**src/rtl/fifo_types_pkg.sv**
```systemverilog
// Shared FIFO types: the word carried through the FIFO and the packer states.
package fifo_types_pkg;

  typedef logic [7:0] word_t;

  localparam int WORD_W = $bits(word_t);

  typedef enum logic {
    FILL = 1'b0,
    HOLD = 1'b1
  } packer_state_e;

endpackage

```
**src/rtl/fifo_word_packer.sv**
```systemverilog
// Drains a FIFO with valid/yumi and packs PACK_N consecutive words into one
// wide beat, presented downstream with valid/ready. A flush closes a partial
// group early; mask_o marks which slots hold real words.
//
// Handshakes: upstream, a word moves when valid_i & yumi_o (yumi_o only
// asserts with valid_i). Downstream, a beat moves when valid_o & ready_i;
// once valid_o is high, data_o/mask_o are held until that handshake.
module fifo_word_packer
  import fifo_types_pkg::*;
#(
  parameter int PACK_N = 4,
  parameter int CNT_W  = 16
) (
  input  logic                        clk,
  input  logic                        reset,
  input  logic                        valid_i,
  input  word_t                       data_i,
  output logic                        yumi_o,
  input  logic                        flush_i,
  output logic                        valid_o,
  input  logic                        ready_i,
  output logic [PACK_N*WORD_W-1:0]    data_o,
  output logic [PACK_N-1:0]           mask_o,
  output logic [CNT_W-1:0]            groups_o,
  output packer_state_e               dbg_state_o,
  output logic [$clog2(PACK_N)-1:0]   dbg_idx_o
);

  localparam int IDX_W = $clog2(PACK_N);
  localparam logic [IDX_W-1:0] LAST_IDX = IDX_W'(PACK_N - 1);

  packer_state_e               state_q;
  logic [IDX_W-1:0]            idx_q;
  logic [PACK_N*WORD_W-1:0]    data_q;
  logic [PACK_N-1:0]           mask_q;
  logic [CNT_W-1:0]            groups_q;
  logic                        can_accept;

  // In HOLD a new word may only be taken when the held beat leaves this cycle.
  assign can_accept = (state_q == FILL) | ((state_q == HOLD) & ready_i);
  assign yumi_o     = valid_i & can_accept & ~reset;

  // Packer FSM: slot filling, group closing, beat release and group counting.
  always_ff @(posedge clk) begin
    if (reset) begin
      state_q  <= FILL;
      idx_q    <= '0;
      data_q   <= '0;
      mask_q   <= '0;
      groups_q <= '0;
    end else begin
      case (state_q)
        FILL: begin
          if (yumi_o) begin
            for (int k = 0; k < PACK_N; k++) begin
              if (int'(idx_q) == k) begin
                data_q[k*WORD_W +: WORD_W] <= data_i;
                mask_q[k]                  <= 1'b1;
              end
            end
            // A flush on the final word still closes just one full group.
            if (idx_q == LAST_IDX || flush_i) begin
              state_q <= HOLD;
              idx_q   <= '0;
            end else begin
              idx_q <= idx_q + 1'b1;
            end
          end else if (flush_i && idx_q != '0) begin
            state_q <= HOLD;
            idx_q   <= '0;
          end
        end
        HOLD: begin
          if (ready_i) begin
            groups_q <= groups_q + 1'b1;
            state_q  <= FILL;
            if (yumi_o) begin
              // Back-to-back: the incoming word starts the next group in slot 0.
              data_q <= {{((PACK_N-1)*WORD_W){1'b0}}, data_i};
              mask_q <= PACK_N'(1);
              idx_q  <= IDX_W'(1);
            end else begin
              data_q <= '0;
              mask_q <= '0;
              idx_q  <= '0;
            end
          end
        end
        default: begin
          state_q <= FILL;
          idx_q   <= '0;
        end
      endcase
    end
  end

  assign valid_o     = (state_q == HOLD);
  assign data_o      = data_q;
  assign mask_o      = mask_q;
  assign groups_o    = groups_q;
  assign dbg_state_o = state_q;
  assign dbg_idx_o   = idx_q;

endmodule

```
**config.mk**
```make
export PLATFORM = sky130hd
export DESIGN_NAME = fifo_word_packer
export DESIGN_NICKNAME = d
export VERILOG_FILES = /design/src/rtl/fifo_types_pkg.sv /design/src/rtl/fifo_word_packer.sv
export SDC_FILE = /design/constraint.sdc
export NUM_CORES = 1
export LEC_CHECK = 0
export CORE_UTILIZATION = 35
export DETAILED_ROUTE_END_ITERATION = 12
export GPL_TIMING_DRIVEN = 0
export MAX_ROUTING_LAYER = met4
export PLACE_DENSITY = 0.72
export SYNTH_ARGS = -nofsm -noshare
export SYNTH_HDL_FRONTEND = slang
export SYNTH_SLANG_ARGS = --single-unit
```
**constraint.sdc**
```tcl
create_clock -name clk -period 2 [get_ports clk]
set_clock_uncertainty 0.1 [all_clocks]
set_input_delay 0.2 -clock clk [delete_from_list [all_inputs] [get_ports clk]]
set_output_delay 0.2 -clock clk [all_outputs]
set_load 0.005 [all_outputs]
```
==> flow_summary.yaml <==
placement:
  placed_area_um2: 3050
  gp_congestion: 0.815
  dpl.hpwl_um: 4140
  dp.cells: 394
  port_buffers: 69
setup_path:
  reg2reg_slack_ns: 0.20
  path_cells: "clkdlybuf4s50_1 > nand2b_1 > and2_1 > clkdlybuf4s50_1"
  end_kind: "output port"
  crit_fanout: 5
  criticalPathCategory: "in2out"
  r2r-end: "groups_o[15]"
  crit_top_cell: "clkdlybuf4s50_1"
  cp.required_ns: 1.70
  critPathTopFamily: "buffers and inverters"
  cp_data_arrival_time_ns: 1.65
  critPathMaxStageDelay_ns: 0.60
  path_buf_inv: 2
  start_kind: "input pin"
  crit_slowest_cell: "clkdlybuf4s50_1"
  r2r_cells: 6
  r2r-start: "dbg_state_o"
global_route:
  antenna_found_initial: 0
  grt.total_usage: 0.185
  overflow: 0
  grt_pass1_vias: 1999
  grt_pass1_wl_um: 9320
  grt_max_degree: 20
drt:
  dr.pass1.iters: 4
  vias_per_cell: 4.96
  post_drt_wl_per_cell_um: 14.0
  drc: 0
  vias: 1989
  drt_iter0_markers: 42
  wl_um: 5630
  ant_nets: 0
power:
  seq_power_share: 0.559
  switching_share: 0.260
  p_sw_uw: 531
  vdd_drop_max_mv: 0.506
  combPwrFrac: 0.125
  p_leak_nw: 1.20
  internal_power_mw: 1.51
  power.density_nw_per_um2: 647
  clock_power_share: 0.316
floorplanning:
  rows: 28
  core_um2: 6100
  fp.dieArea_um2: 6810
  die_y_um: 82.5
  die_x_um: 82.5
  ios: 70
  start_util: 0.372
outcome:
  outcome: "finished clean"
flow_run:
  cap_viol_max_count: 0
timing:
  max_freq_ghz: 0.512
  fin_crit_ns: 1.95
  setup_viol: 0
  final-hold-violation-count: 0
  tightest_slew_ns: 0.537
  fin_crit_sh: 0.976
  slew_violations: 0
  rsz0062_at_grt: "false"
  slew_headroom: 0.642
yosys:
  synth-seq-cells: 55
  synth.cell_area_um2: 2270
  synthCells: 250
  ys_types: 38
  synth_nets: 268
  avgSynthCellArea_um2: 9.07
  yosysSeqAreaShare: 0.485
  yosysWarnings: 0
cts:
  cts_buffer_depth: 2
  tritoncts: "built"
  holdBufCountCts: 0
  cts_root_buf: "clkbuf_8"
  insertion_delay_ns: 0.31
  path_clk_slew_ns: 0.11
  clock_sinks: 55
  cts_inserted_buffers: 5
  cts_max_level: 2
finish:
  antenna_cells: 0
  nNetsFinal: 343
  final_common_cell: "clkdlybuf4s50_1"
  area_delta_synth_final_pct: 39.2
  layout.cells.non_filler: 401
  drive_above_1_share: 0.0644
  stdcell_area_um2: 3160
  nFillCells: 606
  final_cell_mix: "69 x clkdlybuf4s50_1, 55 x dfxtp_1, 38 x nor2_1, 21 x nand2_1, 18 x a21oi_1"
min_path:
  worstHoldStart: "mask_o[3]"
  hold_path_end: "mask_o[3]"
  holdPathStages: 2
  hold_path.class: "reg2reg"
metrics by stage:
stage	util	setup slack [ns]	setup TNS, ns	power (mW)	hold slack (ns)
finish	0.518	0.0475	0	2.04	0.367
global route	0.518	0.00395	0	2.14	0.395
CTS	0.517	0.0246	0	2.06	0.372
detailed placement	0.501	-0.295	-4.73	1.42	0.356
global placement	0.501	-0.207	-3.42	1.41	0.347
floorplan	-	0.311	0	1.29	0.236
what timing repair did:
item	4_1_cts	5_1_grt
gates resized for setup	1	3
setup endpoints to repair	3	17
buffers inserted	0	0
cloned	0	0
worst reg2reg max path, delay by kind of cell, from the launching register on:
kind,cells,cell delay [ns]
compound gates,1,0.15
buf+inv,2,0.31
flops,1,0.38
simple gates,3,0.80
final cells by class:
class	instances	area [µm²]	share of cell area
clock buffer	5	68.8	0.0218
inverter	4	15.0	0.00475
timing repair buffer	69	691	0.219
buffer	14	70.1	0.0222
tap	75	93.8	0.0297
clock inverter	3	27.5	0.00872
sequential	55	1100	0.349
multi-input combinational	176	1090	0.345
power by group through the flow:
| stage | Clock (mW) | Sequential (mW) | Combinational (mW) |
|---|---|---|---|
| floorplan | 0 | 1.17 | 0.122 |
| global placement | 0 | 1.17 | 0.247 |
| detailed placement | 0 | 1.17 | 0.253 |
| CTS | 0.664 | 1.14 | 0.255 |
| global route | 0.714 | 1.15 | 0.279 |
| finish | 0.647 | 1.14 | 0.254 |
cell families (layout without fill, tap and decap cells):
logic type | count (synthesis) | after routing | synth area share
XOR/XNOR | 11 | 11 | 0.0425
multiplexers | 16 | 16 | 0.0706
buffers and inverters | 19 | 95 | 0.0381
AND/OR/NAND/NOR | 106 | 106 | 0.236
AO/OA/AOI/OAI | 38 | 38 | 0.100
flip-flops | 55 | 55 | 0.485
adder cells (fa/ha/maj) | 5 | 5 | 0.0276
how the worst max path moves through the flow:
stage | from | end | slack (ns) | depth (start not counted)
6_report | ready_i | yumi_o | 0.05 | 4
5_1_grt | ready_i | yumi_o | 0.004 | 4
4_1_cts | valid_i | yumi_o | 0.02 | 4
3_5_place_dp | ready_i | data_o[4] | -0.30 | 6
3_3_place_gp | ready_i | data_o[5] | -0.21 | 6
2_1_floorplan | dbg_state_o | groups_o[15] | 0.31 | 6
layer usage:
metal  vias up  GRT usage  part of all wire
li1        998          -                 -
met1       923      0.219              0.45
met2        62      0.302              0.46
met3         6     0.0593             0.078
met4         0     0.0483            0.0082
met5         -          -                 0
Yosys cell counts, drive strengths merged:
cell type | count | share of area
dfxtp | 55 | 0.49
nor2 | 38 | 0.063
nand2 | 21 | 0.035
a21oi | 19 | 0.042
mux2i | 16 | 0.071
nand3 | 11 | 0.030
clkbuf | 10 | 0.017
nor2b | 10 | 0.028
a22oi | 9 | 0.030
xor2 | 7 | 0.027
buf | 5 | 0.014
ha | 5 | 0.028
inv | 4 | 0.0066
nand4 | 4 | 0.014
nor3 | 4 | 0.0088
o21ai | 4 | 0.0088
xnor2 | 4 | 0.015
a211oi | 3 | 0.0099
and2 | 3 | 0.0083
and4 | 3 | 0.013
or3 | 3 | 0.0083
nand2b | 2 | 0.0055
nor3b | 2 | 0.0088
o31ai | 2 | 0.0066
or2 | 2 | 0.0055
a21boi | 1 | 0.0033
and3 | 1 | 0.0028
nor4 | 1 | 0.0028
or4 | 1 | 0.0033
flip-flops by register name (all words and copies together) (netlist names):
name / count
mask_o: 4
data_o: 32
dbg_state_o: 1
groups_o: 16
dbg_idx_o: 2
No activity file was read; power rests on OpenSTA's default activity.
